`src/rtl/ram_arb_pkg.sv`:
```
// Shared types and helpers for the two-port RAM arbiter.
// Fixed-priority build selected with ARB_FIXED_PRIORITY_EN (see ram_arb_fsm).
package ram_arb_pkg;

  typedef enum logic [1:0] {
    StIdle,
    StOwnA,
    StOwnB
  } arb_state_e;

  localparam logic PortA = 1'b0;
  localparam logic PortB = 1'b1;

  // Enough bits to hold 0..max_burst inclusive.
  function automatic int unsigned beat_cnt_width(input int unsigned max_burst);
    return (max_burst < 1) ? 1 : $clog2(max_burst + 1);
  endfunction

endpackage

```
`src/rtl/ram_arb_fsm.sv`:
```
// Winner selection, owner state, burst counter and last-winner tracking.
// ARB_FIXED_PRIORITY_EN defined: A always wins contention; otherwise round-robin with burst cap.
module ram_arb_fsm
  import ram_arb_pkg::*;
#(
  parameter int unsigned MAX_BURST = 4
) (
  input  logic clk_i,
  input  logic rst_ni,
  input  logic req_a_i,
  input  logic req_b_i,
  output logic gnt_a_o,
  output logic gnt_b_o
);

  localparam int unsigned CntW = beat_cnt_width(MAX_BURST);
  localparam logic [CntW-1:0] MaxCnt = CntW'(MAX_BURST);

  arb_state_e state_q, state_d, own_state;
  logic [CntW-1:0] beat_cnt_q, beat_cnt_d;
  logic last_q, last_d;
  logic win_vld, win_port;

  always_comb begin
    win_vld  = req_a_i | req_b_i;
    win_port = PortA;
    if (req_a_i && req_b_i) begin
`ifdef ARB_FIXED_PRIORITY_EN
      win_port = PortA;
`else
      if (state_q == StOwnA && beat_cnt_q < MaxCnt) begin
        win_port = PortA;
      end else if (state_q == StOwnB && beat_cnt_q < MaxCnt) begin
        win_port = PortB;
      end else begin
        win_port = ~last_q;
      end
`endif
    end else if (req_b_i) begin
      win_port = PortB;
    end
  end

  always_comb begin
    state_d    = state_q;
    beat_cnt_d = beat_cnt_q;
    last_d     = last_q;
    own_state  = (win_port == PortA) ? StOwnA : StOwnB;
    if (!win_vld) begin
      state_d    = StIdle;
      beat_cnt_d = '0;
    end else begin
      last_d = win_port;
      if (own_state == state_q) begin
        if (beat_cnt_q < MaxCnt) beat_cnt_d = beat_cnt_q + 1'b1;
      end else begin
        state_d    = own_state;
        beat_cnt_d = CntW'(1);
      end
    end
  end

  always_comb begin
    gnt_a_o = win_vld & (win_port == PortA);
    gnt_b_o = win_vld & (win_port == PortB);
  end

  // last resets to B so that A wins the first contention.
  always_ff @(posedge clk_i or negedge rst_ni) begin
    if (!rst_ni) begin
      state_q    <= StIdle;
      beat_cnt_q <= '0;
      last_q     <= PortB;
    end else begin
      state_q    <= state_d;
      beat_cnt_q <= beat_cnt_d;
      last_q     <= last_d;
    end
  end

endmodule

```
`src/rtl/ram_port_arbiter.sv`:
```
// Shares one single-port synchronous RAM between requesters A and B; holds the mem_* mux and
// rvalid pipeline. Build with ARB_FIXED_PRIORITY_EN for fixed A-over-B priority.
module ram_port_arbiter
  import ram_arb_pkg::*;
#(
  parameter int unsigned ADDR_SIZE  = 6,
  parameter int unsigned DATA_BITS  = 8,
  parameter int unsigned NO_OF_ADDR = 64,
  parameter int unsigned MAX_BURST  = 4
) (
  input  logic                 clk,
  input  logic                 rst_n,
  input  logic                 req_a,
  input  logic                 we_a,
  input  logic [ADDR_SIZE-1:0] addr_a,
  input  logic [DATA_BITS-1:0] wdata_a,
  output logic                 gnt_a,
  output logic                 rvalid_a,
  output logic [DATA_BITS-1:0] rdata_a,
  input  logic                 req_b,
  input  logic                 we_b,
  input  logic [ADDR_SIZE-1:0] addr_b,
  input  logic [DATA_BITS-1:0] wdata_b,
  output logic                 gnt_b,
  output logic                 rvalid_b,
  output logic [DATA_BITS-1:0] rdata_b,
  output logic                 mem_en,
  output logic                 mem_we,
  output logic [ADDR_SIZE-1:0] mem_addr,
  output logic [DATA_BITS-1:0] mem_wdata,
  input  logic [DATA_BITS-1:0] mem_rdata
);

  // Addresses are not range-checked against NO_OF_ADDR; only the parameters are sanity-checked.
  if (MAX_BURST < 1) begin : g_bad_burst
    $error("MAX_BURST must be at least 1");
  end
  if (NO_OF_ADDR > (64'd1 << ADDR_SIZE)) begin : g_bad_depth
    $error("NO_OF_ADDR exceeds the address space");
  end

  logic rvalid_a_q, rvalid_a_d;
  logic rvalid_b_q, rvalid_b_d;

  ram_arb_fsm #(
    .MAX_BURST(MAX_BURST)
  ) u_fsm (
    .clk_i  (clk),
    .rst_ni (rst_n),
    .req_a_i(req_a),
    .req_b_i(req_b),
    .gnt_a_o(gnt_a),
    .gnt_b_o(gnt_b)
  );

  always_comb begin
    mem_en    = gnt_a | gnt_b;
    mem_we    = 1'b0;
    mem_addr  = '0;
    mem_wdata = '0;
    if (gnt_a) begin
      mem_we    = we_a;
      mem_addr  = addr_a;
      mem_wdata = wdata_a;
    end else if (gnt_b) begin
      mem_we    = we_b;
      mem_addr  = addr_b;
      mem_wdata = wdata_b;
    end
  end

  always_comb begin
    rvalid_a_d = gnt_a & ~we_a;
    rvalid_b_d = gnt_b & ~we_b;
  end

  always_ff @(posedge clk or negedge rst_n) begin
    if (!rst_n) begin
      rvalid_a_q <= 1'b0;
      rvalid_b_q <= 1'b0;
    end else begin
      rvalid_a_q <= rvalid_a_d;
      rvalid_b_q <= rvalid_b_d;
    end
  end

  assign rvalid_a = rvalid_a_q;
  assign rvalid_b = rvalid_b_q;
  assign rdata_a  = mem_rdata;
  assign rdata_b  = mem_rdata;

endmodule

```
`config.mk`:
```
export PLATFORM = sky130hd
export DESIGN_NAME = ram_port_arbiter
export DESIGN_NICKNAME = d
export VERILOG_FILES = /design/src/rtl/ram_arb_pkg.sv /design/src/rtl/ram_arb_fsm.sv /design/src/rtl/ram_port_arbiter.sv
export SDC_FILE = /design/constraint.sdc
export NUM_CORES = 1
export LEC_CHECK = 0
export CAP_MARGIN = 10
export CORE_MARGIN = 2
export CORE_UTILIZATION = 25
export DETAILED_ROUTE_END_ITERATION = 10
export PLACE_DENSITY = 0.77
export SYNTH_ARGS = -nofsm -noshare
export SYNTH_HDL_FRONTEND = slang
export SYNTH_HIERARCHICAL = 1
export SYNTH_SLANG_ARGS = --single-unit
```
`constraint.sdc`:
```
create_clock -name clk -period 1.75 [get_ports clk]
set_clock_uncertainty 0.1 [all_clocks]
set_input_delay 0.35 -clock clk [delete_from_list [all_inputs] [get_ports clk]]
set_output_delay 0.35 -clock clk [all_outputs]
set_load 0.01 [all_outputs]
```
; Word-level counts from Yosys, hierarchy flattened
; Cells that the tools add are included.
[word_totals]
regBits = 8
input_bits = 42
output_inout_bits = 36
[classes]
addsub = 1
n_lt_le_gt_ge = 1
n_eq_ne = 5
mux = 16
bitwise = 10
n_reduce_logical = 3
[ops]
columns = op, count
row1 = $mux W8, 2
row2 = $mux W6, 2
row3 = $mux W3, 3
row4 = $mux W1, 6
row5 = $mux W2, 3
row6 = $and A1 B1 Y1, 4
row7 = $not A1 Y1, 4
row8 = $add A3 B1 Y3 const B, 1
row9 = $logic_and A1 B1 Y1, 3
row10 = $lt A3 B3 Y1 const B, 1
row11 = $ne A3 B3 Y1 const B, 1
row12 = $eq A2 B1 Y1 const B, 1
row13 = $eq A2 B2 Y1, 1
row14 = $eq A2 B2 Y1 const B, 1
row15 = $ne A2 B2 Y1 const B, 1
row16 = $or A1 B1 Y1, 2

; Longest topological paths before layout
; Gate-level depths: netlist of the first run.
[depth]
depth_word = 9
ltp_mapped = 8

; By module
; Netlist of the first run, hierarchy kept.
[by_module_without_submodules]
columns = mod, instances, cells_each, area_per_inst_um2, seq_area_each_um2
row1 = ram_port_arbiter, 1, 42, 377.9, 50.0
row2 = ram_arb_fsm, 1, 35, 357.8, 151.4

; Worst setup path after synthesis of the first run
; OpenSTA, ideal clock, no wires.
[synth_path]
kind = register to output
start = register u_fsm.last_q
end = output port mem_addr[0]
arrival_time_ps = 1695
t_required_ps = 1300
setup_slack_ps = -395
stages_incl_launch_ff = 8
n_path_buf = 2
cell_sequence = dfstp_2 > o21bai_1 > a22oi_2 > a21oi_1 > buf_6 > nor2b_4 > buf_6 > a22o_2
[synth_via]
elab_chain_cells = 7
[synth_lines]
columns = item, line_no
row1 = "start, declared", ram_arb_fsm.sv:21  ; logic last_q, last_d;
row2 = "start signal, assigned", ram_arb_fsm.sv:73  ; last_q <= PortB;
row3 = "start signal, assigned", ram_arb_fsm.sv:77  ; last_q <= last_d;
row4 = $not A1 Y1, ram_arb_fsm.sv:36  ; win_port = ~last_q;
row5 = $mux W1, ram_arb_fsm.sv:33  ; end else if (state_q == StOwnB && beat_cnt_q < MaxCnt) begin
row6 = $mux W1, ram_arb_fsm.sv:31  ; if (state_q == StOwnA && beat_cnt_q < MaxCnt) begin
row7 = $mux W1, ram_arb_fsm.sv:27  ; if (req_a_i && req_b_i) begin
row8 = $not A1 Y1, --
row9 = $and A1 B1 Y1, ram_arb_fsm.sv:64  ; gnt_a_o = win_vld & (win_port == PortA);
row10 = net gnt_a, ram_port_arbiter.sv:17  ; output logic gnt_a,
row11 = $mux W6, ram_port_arbiter.sv:61  ; if (gnt_a) begin
row12 = "end, declared", ram_port_arbiter.sv:29  ; output logic [ADDR_SIZE-1:0] mem_addr,
; The timed path passes the listed nets, and every way through them passes these cells.

; Final worst setup path of the first run
[layout_path]
start = register u_fsm.beat_cnt_q[2]
end = output port mem_addr[3]
[layout_via]
elab_chain_cells = 8
[layout_lines]
columns = item, line_no
row1 = "start, declared", ram_arb_fsm.sv:20  ; logic [CntW-1:0] beat_cnt_q, beat_cnt_d;
row2 = "start signal, assigned", ram_arb_fsm.sv:76  ; beat_cnt_q <= beat_cnt_d;
row3 = $lt A3 B3 Y1 *, "ram_arb_fsm.sv:31, ram_arb_fsm.sv:33"
row4 = $logic_and A1 B1 Y1, ram_arb_fsm.sv:33
row5 = $mux W1, ram_arb_fsm.sv:33
row6 = $mux W1 *, ram_arb_fsm.sv:31
row7 = $mux W1 *, ram_arb_fsm.sv:27
row8 = $and A1 B1 Y1 or $not A1 Y1 (tied branches), --
row9 = $mux W6 or $and A1 B1 Y1 (tied branches), "ram_port_arbiter.sv:65, ram_arb_fsm.sv:64"
row10 = $mux W6 *, ram_port_arbiter.sv:61
; Mark *: on every way between the ends. The rest lies on a longest branch, timed or not.

==> impl_results.md, run 1 <==
- Worst setup SP type: register
- Drt first pass iters: 4
- Vias in the first global route: 840
- Leak: 0.600 nW
- Vias per cell: 4.82
- Final GP Congestion: 0.826
- Largest family of logic cells by synthesized area: compound AO/OA/AOI/OAI gates
- Register area share after synthesis: 0.274
- Post-synthesis cell area: 736 um^2
- Fin crit share: 1.29
- Setup ws final: -0.504 ns
- Synth Area in XOR/XNOR: 0.0119
- Crit path time final: 2.25 ns
- Final #Nets: 177
- Crit path kind: reg -> out
- Mux contribution to synthesized area: 0.0136
- Initial core utilization: 0.265
- Critical path launch point: u_fsm/beat_cnt_q[2]
- Post-synth net total: 120
- TritonCTS buffer count: 3
- Synth top area share: 0.238
- Dpl ws: -0.765 ns
- Slew @ Worst Pin: 0.368 ns
- Post-Synth Adder-Cell Area: 0.0170
- Critical path arrival: 1.80 ns
- Row Count: 19
- Slew Viols, Final: 0
- Synth cell types: 30
- Flop2flop setup slack: 0.23 ns
- Iter 0 DRT Violations: 27
- Fin. Hold Viols: 0
- IO Count: 78
- Mean post-synth cell area: 9.55 um^2
- Failing checks: negative setup slack
- Global-route wire length before repair: 3330 um
- Clk slew on worst S/H paths: 0.06 ns
- Compound-Gate Fraction of Synth Area: 0.325
- Post-Syn Instances: 77
- Relative slew slack: 0.754
- # fillers: 261
- Dominant cell type by area after synthesis: dfrtp_1
- Final setup vio count: 18
- H-tree depth: 1
- Area Overhead vs Synth: 86.6%
- Tot GR Track Use: 0.126
- Root buf cell: clkbuf_4
- CTS max path bufs: 2
- Req. time, crit path: 1.30 ns
- Number of diodes: 0
- Worst reg2reg startpoint: u_fsm/beat_cnt_q[2]
- Hold-fix buffers, CTS: 0
- Core area: 0.00278 mm^2
- DP HPWL: 1770 um
- Max Cap Viol: 0
- Hold/Removal Path Class: in -> async
- GR Overflow Total: 0
- Layout cell share with drive strength beyond 1: 0.444
- Final WL: 2200 um
- Critical-path maximum fanout: 5
- Worst VDD drop: 522 uV
- PwrDens: 577 mW/mm^2
- Routed len/inst: 13.4 um
- Die height: 58.2 um
- Drt drc: 0
- Die width: 58.2 um
- Synth Register Bits: 8
- Final Util: 0.493
- RSZ-0062 raised after global routing: true
- Initial antenna violation count: 0
- Clock tree from TritonCTS: done
- Clock sinks: 8
- Ys Warns: 6
- Ranking of synthesized cells by area: dfrtp_1, buf_4, a22o_2
- Status: finished, violations left
- Die ar.: 0.00339 mm^2
- IO Port Bufs: 53
- Worst Setup End Kind: output port
- Simple-Gate Fraction of Synth Area: 0.136
- Post-route ant nets: 0
- Largest net degree at the start of global routing: 12
- Clk_lat worst skew: 0.25 ns
- F_max: 444 MHz
- Via count: 791
[power by group]
part	total [mW]	internal, mW	switching, mW
logic	0.425	0.273	0.152
clock network	0.149	0.0871	0.0614
registers	0.219	0.204	0.0149
[sequential cells by signal (all words and copies together), names as in the netlist]
signal	count
u_fsm/beat_cnt_q	3
u_fsm/last_q	1
rvalid_a	1
rvalid_b	1
u_fsm/state_q	2
[final cells by class]
class / count / area [um^2] / share of cell area
Multi-Input combinational cell: 47 / 407 / 0.296
Clock buffer: 4 / 26.3 / 0.0191
Timing Repair Buffer: 73 / 696 / 0.507
Sequential cell: 8 / 201 / 0.147
Tap cell: 31 / 38.8 / 0.0283
Inverter: 1 / 3.75 / 0.00273
[worst paths after layout]
path	to	cells past startpoint
setup reg to reg	rvalid_a	6
min in group clk	u_fsm/beat_cnt_q[1]	2
setup / recovery	mem_addr[3]	7
hold reg to reg	u_fsm/beat_cnt_q[1]	2
max in group asynchronous	u_fsm/last_q	1
hold / removal	u_fsm/beat_cnt_q[0]	1
[synth_stat cells]
| cell | count |
|---|---|
| o221ai_1 | 1 |
| nor2b_4 | 1 |
| and2b_1 | 1 |
| buf_6 | 2 |
| dfstp_2 | 1 |
| nor2b_1 | 2 |
| o2bb2ai_1 | 1 |
| buf_2 | 2 |
| nor2_1 | 2 |
| a21oi_1 | 3 |
| nor3_1 | 2 |
| or2_2 | 1 |
| a22o_2 | 10 |
| o21bai_1 | 1 |
| a22o_1 | 4 |
| buf_4 | 17 |
| a22oi_2 | 1 |
| nand3b_1 | 3 |
| o211ai_1 | 1 |
| xnor2_1 | 1 |
| a21boi_1 | 1 |
| ha_1 | 1 |
| nand2b_1 | 2 |
| o21a_1 | 3 |
| mux2i_1 | 1 |
| inv_1 | 1 |
| o21ai_0 | 1 |
| nand2_1 | 2 |
| o2111ai_1 | 1 |
| dfrtp_1 | 7 |
[cell families after synthesis]
logic type / Yosys count
xor gates and xnor gates: 1
DFF: 8
muxes: 1
adders and majority gates: 1
AOI/OAI and AO/OA: 28
buffers and inverters: 22
and+or+nand+nor: 16
[per-stage QoR]
stage	hold slack, ns	setup TNS (ns)	area, um^2	cells	total power [mW]
after floorplan	-0.0456	-3.67	757	77	0.420
after global placement	0.474	-12.97	1280	154	0.598
after detailed placement	0.528	-13.00	1280	154	0.609
after CTS	0.273	-8.96	1350	163	0.796
after global routing	0.292	-9.41	1370	164	0.850
final	0.275	-8.12	1370	164	0.792
[worst max-delay path, cell delays in order, from the launching register on]
cell      delay, ns
dfrtp_1        0.44
nand2b_4       0.16
a22oi_2        0.21
a21oi_4        0.09
buf_4          0.15
buf_4          0.15
a22o_2         0.24
buf_6          0.12
[layout by cell type (no fill, tap or decap), types with 2 or more instances in the layout]
cell and n:
buf_6 16, a21oi_1 2, nor2b_1 2, buf_4 16
a22o_2 10, buf_2 5, a22o_1 4, o21a_1 3
nor2_1 2, clkbuf_4 3, dfrtp_1 7, nor3_1 2
nand3b_1 3, nand2_1 2, clkdlybuf4s50_1 35
[routing by layer]
| layer | global-route usage | vias up | routed length (um) | share of wire |
|---|---|---|---|---|
| li1 | - | 377 | - | - |
| met1 | 0.120 | 363 | 750 | 0.34 |
| met2 | 0.247 | 38 | 1220 | 0.55 |
| met5 | 0 | - | 0 | 0 |
| met3 | 0.0290 | 13 | 165 | 0.075 |
| met4 | 0.0631 | 0 | 67 | 0.030 |
[what timing repair did]
item,4_1_cts,5_1_grt
setup buffers,5,1
setup endpoints to repair,18,18
resized for setup,91,1
gates cloned,1,0
pin swaps,3,2
Note: power is estimated with default switching activity, not from simulation.
==> run 2, diff against run 1 <==
Settings changed: HOLD_SLACK_MARGIN set to 0.08, PLACE_DENSITY 0.77 to 0.75.
==> impl_results.md, run 2 (same netlist as run 1, synthesis figures left out) <==
- Status: finished, violations left
- Failing checks: negative setup slack
- Crit path kind: reg -> out
- Commonest non-fill, non-tap cell in the layout: clkdlybuf4s50_1
- Relative slew slack: 0.757 (+0.00351)
- Met2 wire len: 1470 um (+21%)
- Setup TNS: -9.04 ns (-0.925 ns)
- Worst Setup End Kind: output port
- Row Count: 19 (unchanged)
- H-tree depth: 1 (unchanged)
- Worst VDD drop: 340 uV (-35%)
- CTS max path bufs: 2 (unchanged)
- Switching power: 242 uW (+5.9%)
- Post-route ant nets: 0 (unchanged)
- Initial core utilization: 0.265 (unchanged)
- Setup ws final: -0.568 ns (-0.0646 ns)
- Drt first pass iters: 2 (-2)
- Leak: 0.627 nW (+4.6%)
- Drt drc: 0 (unchanged)
- Routed len/inst: 14.5 um (+8.4%)
- Tot GR Track Use: 0.147 (+0.0213)
- RSZ-0062 raised after global routing: true
- Max Cap Viol: 0 (unchanged)
- Register share of total power: 0.265 (-0.011)
- GR Overflow Total: 0 (unchanged)
- Via count: 799 (+1.0%)
- F_max: 431 MHz (-2.8%)
- # fillers: 251 (-3.8%)
- Crit path time final: 2.32 ns (+0.0646 ns)
- Worst setup SP type: register
- Int Pwr: 577 uW (+2.4%)
- Hold/Removal Path Class: in -> async
- Die ar.: 0.00339 mm^2 (unchanged)
- Core area: 0.00278 mm^2 (unchanged)
- Number of diodes: 0 (unchanged)
- Hold slack final: 0.261 ns (-0.0142 ns)
- Max Used Layer: met4
- Most frequent cells in the layout: clkdlybuf4s50_1, buf_6, buf_4
- Switching Fraction: 0.296 (+0.00690)
- Die height: 58.2 um (unchanged)
- Vias in the first global route: 871 (+3.7%)
- Placed Cells: 153 (-0.65%)
- Final setup vio count: 18 (unchanged)
- Clk slew on worst S/H paths: 0.06 ns (about the same)
- Vias per cell: 4.78 (-0.80%)
- Slew Viols, Final: 0 (unchanged)
- Top reg by flops: u_fsm/beat_cnt_q
- Non-filler instance count after layout: 167 (+1.8%)
- Slew @ Worst Pin: 0.363 ns (-0.00524 ns)
- TritonCTS buffer count: 3 (unchanged)
- Final GP Congestion: 0.867 (+4.9%)
- Top Registers: u_fsm/beat_cnt_q (3), u_fsm/state_q (2)
- Final Util: 0.514 (+0.0202)
- PwrDens: 573 mW/mm^2 (-0.66%)
- Layout cell share with drive strength beyond 1: 0.478 (+0.0343)
- Final #Nets: 180 (+1.7%)
- DP HPWL: 1900 um (+6.9%)
- Root buf cell: clkbuf_4
- Largest net degree at the start of global routing: 9 (-3)
- Clock sinks: 8 (unchanged)
- Area Overhead vs Synth: 94.2%
- Clock tree from TritonCTS: done
- Global-route wire length before repair: 3810 um (+15%)
- Power share of the clock group: 0.191 (+0.003)
- Final Power: 819 uW (+3.4%)
- Fin. Hold Viols: 0 (unchanged)
- Met3 wire length: 130 um (-21%)
- IO Port Bufs: 53 (unchanged)
- Iter 0 DRT Violations: 37 (+37%)
- Comb power frac: 0.544 (+0.008)
- Critical path arrival: 1.87 ns (+0.07 ns)
- IO Count: 78 (unchanged)
- Critical-path maximum fanout: 7 (+2)
- Met1 WL: 797 um (+6.3%)
- Max reg flops: 3 (unchanged)
- Initial antenna violation count: 0 (unchanged)
- Hold-fix buffers, CTS: 0 (unchanged)
- Fin crit share: 1.32 (+0.0369)
- Final WL: 2430 um (+10%)
- Die width: 58.2 um (unchanged)
- Clk_lat worst skew: 0.26 ns (about the same)
- Req. time, crit path: 1.30 ns (about the same)
## run 2: cell types whose count changed in the layout (fill, tap and decap cells not counted), sizes merged
cell,delta
buf,+2
clkbuf,+1
## run 2: path summary, 6_finish.rpt
| check | start | endpoint | slack, ns | cells past startpoint |
|---|---|---|---|---|
| worst min register to register | u_fsm/beat_cnt_q[1] | u_fsm/beat_cnt_q[1] | 0.49 | 2 |
| worst max register to register | u_fsm/last_q | rvalid_b | 0.22 | 6 |
| worst max-delay path | u_fsm/last_q | mem_addr[2] | -0.57 | 8 |
| worst min-delay path | rst_n | u_fsm/beat_cnt_q[0] | 0.26 | 1 |
| min in group clk | u_fsm/beat_cnt_q[1] | u_fsm/beat_cnt_q[1] | 0.49 | 2 |
| max in group asynchronous | rst_n | u_fsm/last_q | 0.97 | 1 |
## run 2: power groups by stage
stage | Sequential (mW) | Clock [mW] | Combinational (mW)
final | 0.217 | 0.156 | 0.446
after global routing | 0.218 | 0.169 | 0.480
after CTS | 0.216 | 0.166 | 0.450
after detailed placement | 0.219 | 0 | 0.387
after global placement | 0.218 | 0 | 0.377
after floorplan | 0.222 | 0 | 0.198
## run 2: cell type report
| class | instances | area (um^2) | area share |
|---|---|---|---|
| multi-input cells | 47 | 417 | 0.292 |
| inverters | 1 | 3.75 | 0.00263 |
| repair buffers | 76 | 739 | 0.518 |
| well taps | 31 | 38.8 | 0.0271 |
| clock buffers | 4 | 26.3 | 0.0184 |
| flip-flops and latches | 8 | 204 | 0.143 |
## run 2: per-layer routing
layer | track usage | up-vias
met3 | 0.0313 | 4
met5 | 0 | -
li1 | - | 383
met1 | 0.140 | 379
met4 | 0.0897 | 0
met2 | 0.282 | 33
## run 2: per-stage QoR
| stage | area [um^2] | setup WS [ns] |
|---|---|---|
| 3_5_place_dp | 1270 | -0.791 |
| 2_1_floorplan | 757 | -0.279 |
| 6_report | 1430 | -0.568 |
| 5_1_grt | 1430 | -0.648 |
| 3_3_place_gp | 1270 | -0.777 |
| 4_1_cts | 1430 | -0.592 |
## run 2: critical path: stages, from the launching register on
cell and delay (ns):
dfstp_2 0.53, o21bai_4 0.11, a22oi_2 0.11, a21oi_2 0.19, buf_4 0.15, nor2b_4 0.05, clkbuf_16 0.15, a22o_4 0.22
buf_6 0.12
## run 2: repair_timing
| item | 4_1_cts | 5_1_grt |
|---|---|---|
| pin swaps | 7 | 1 |
| gates cloned | 1 | 0 |
| gates resized for setup | 95 | 3 |
| endpoints found under the setup margin | 18 | 18 |
| setup buffers | 10 | 0 |
==> run 3, diff against run 2 <==
Settings changed: CORE_MARGIN 2 to not set.
==> impl_results.md, run 3 (same netlist as run 1, synthesis figures left out) <==
- GR Overflow Total: 0 (unchanged)
- FF-to-FF End: rvalid_a
- H-tree depth: 1 (unchanged)
- F_max: 430 MHz (-0.32%)
- Area Overhead vs Synth: 90.3%
- Req. time, crit path: 1.30 ns (about the same)
- Status: finished, violations left
- Fin. Hold Viols: 0 (unchanged)
- Crit path kind: reg -> out
- Die ar.: 0.00316 mm^2 (-6.7%)
- Iter 0 DRT Violations: 9 (-76%)
- Tot GR Track Use: 0.140 (-0.00714)
- Hold-fix buffers, CTS: 0 (unchanged)
- Top reg by flops: u_fsm/beat_cnt_q
- Critical path arrival: 1.88 ns (about the same)
- Commonest non-fill, non-tap cell in the layout: clkdlybuf4s50_1
- Clk slew on worst S/H paths: 0.06 ns (about the same)
- Largest net degree at the start of global routing: 9 (unchanged)
- Clk_lat worst skew: 0.26 ns (about the same)
- Relative slew slack: 0.759 (+0.00119)
- Most frequent cells in the layout: clkdlybuf4s50_1, buf_6, buf_4
- Critical-path maximum fanout: 8 (+1)
- Slew Viols, Final: 0 (unchanged)
- Drt first pass iters: 4 (+2)
- Dpl ws: -0.778 ns (+0.0125 ns)
- Die width: 56.2 um (-3.4%)
- Leak: 0.621 nW (-0.95%)
- Via count: 786 (-1.6%)
- Fin crit share: 1.33 (+0.00422)
- Top Registers: u_fsm/beat_cnt_q (3), u_fsm/state_q (2)
- Worst Setup End Kind: output port
- Slew @ Worst Pin: 0.361 ns (-0.00178 ns)
- Post-route ant nets: 0 (unchanged)
- Final WL: 2240 um (-7.9%)
- Hold/Removal Path Class: in -> async
- Number of diodes: 0 (unchanged)
- Drt drc: 0 (unchanged)
- Global-route wire length before repair: 3480 um (-8.5%)
- Vias per cell: 4.79 (+0.17%)
- Core area: 0.00278 mm^2 (unchanged)
- IO Port Bufs: 53 (unchanged)
- # fillers: 270 (+7.6%)
- Worst setup SP type: register
- IO Count: 78 (unchanged)
- Crit path time final: 2.33 ns (+0.00739 ns)
- Final GP Congestion: 0.811 (-6.5%)
- RSZ-0062 raised after global routing: true
- Non-filler instance count after layout: 164 (-1.8%)
- Clock tree from TritonCTS: done
- Root buf cell: clkbuf_4
- Final #Nets: 177 (-1.7%)
- Crit-path slowest cell: dfstp_2
- Initial antenna violation count: 0 (unchanged)
- DP HPWL: 1720 um (-9.2%)
- Clock sinks: 8 (unchanged)
- Crit-path cells: o21bai_2 -> a22oi_2 -> a21oi_2 -> buf_4 -> nor2b_4 -> buf_6 -> a22o_4 -> buf_6
- Worst reg2reg startpoint: u_fsm/last_q
- Row Count: 19 (unchanged)
- Failing checks: negative setup slack
- R2R cell count: 6 (unchanged)
- Max Cap Viol: 0 (unchanged)
- CP max stage delay: 0.53 ns (about the same)
- PwrDens: 576 mW/mm^2 (+0.54%)
- Delay-heaviest family, CP: compound AO/OA/AOI/OAI gates
- Die height: 56.2 um (-3.4%)
- CTS max path bufs: 2 (unchanged)
- Final setup vio count: 18 (unchanged)
- Initial core utilization: 0.265 (unchanged)
- Layout cell share with drive strength beyond 1: 0.451 (-0.0268)
- Final Util: 0.503 (-0.0103)
- Cell mode on critical path: buf_6
- Vias in the first global route: 816 (-6.3%)
- Setup ws final: -0.576 ns (-0.00739 ns)
- Max reg flops: 3 (unchanged)
- Placed Cells: 154 (+0.65%)
- TritonCTS buffer count: 3 (unchanged)
- CP bufs+invs: 3 (unchanged)
- Worst VDD drop: 451 uV (+33%)
- Routed len/inst: 13.6 um (-6.2%)
- Flop2flop setup slack: 0.26 ns (+0.04 ns)
## run 3: cell types whose count changed in the layout (fill, tap and decap cells not counted)
cell       delta
a22o_2        -4
a22o_4        +4
buf_12        -1
buf_4         -2
buf_6         +1
clkbuf_16     -1
dfrtp_1       +2
dfrtp_2       -2
o21bai_2      +1
o21bai_4      -1
## run 3: worst max path at each step
stage            startpoint      endpoint  slack [ns]  cells past startpoint
5_1_grt        u_fsm/last_q  mem_wdata[2]       -0.65                      8
3_5_place_dp          req_a  mem_wdata[0]       -0.78                      7
3_3_place_gp          req_a   mem_addr[3]       -0.77                      7
6_report       u_fsm/last_q  mem_wdata[1]       -0.58                      8
4_1_cts        u_fsm/last_q  mem_wdata[1]       -0.61                      8
2_1_floorplan  u_fsm/last_q   mem_addr[0]       -0.28                      7
## run 3: cell type report
cell class | count | area, um^2 | area share
clock buffers | 4 | 26.3 | 0.0188
multi-input cells | 47 | 439 | 0.314
flip-flops and latches | 8 | 201 | 0.144
well taps | 31 | 38.8 | 0.0277
inverters | 1 | 3.75 | 0.00268
repair buffers | 73 | 691 | 0.493
## run 3: what timing repair did
| item | 4_1_cts | 5_1_grt |
|---|---|---|
| pin swaps | 7 | 3 |
| setup buffers | 4 | 3 |
| setup endpoints to repair | 18 | 18 |
| resized for setup | 96 | 4 |
| gates cloned | 0 | 0 |
## run 3: metal layers
metal	share of wire	vias to the layer above	track usage	wire length, um
li1	-	377	-	-
met1	0.35	365	0.136	775
met2	0.56	35	0.270	1260
met3	0.067	9	0.0465	150
met4	0.023	0	0.0488	51
met5	0	-	0	0
## run 3: metrics by stage
stage / power [mW] / TNS, ns / area (um^2) / hold slack (ns)
after floorplan: 0.420 / -3.67 / 757 / -0.0456
after global placement: 0.588 / -13.01 / 1260 / 0.477
after detailed placement: 0.596 / -13.08 / 1260 / 0.505
after CTS: 0.801 / -9.59 / 1370 / 0.268
after global routing: 0.860 / -10.48 / 1400 / 0.287
final: 0.807 / -9.12 / 1400 / 0.263
## run 3: power by group
group | internal, mW | switching, mW
sequential | 0.203 | 0.0129
clock | 0.0877 | 0.0701
combinational | 0.275 | 0.158
total | 0.566 | 0.241
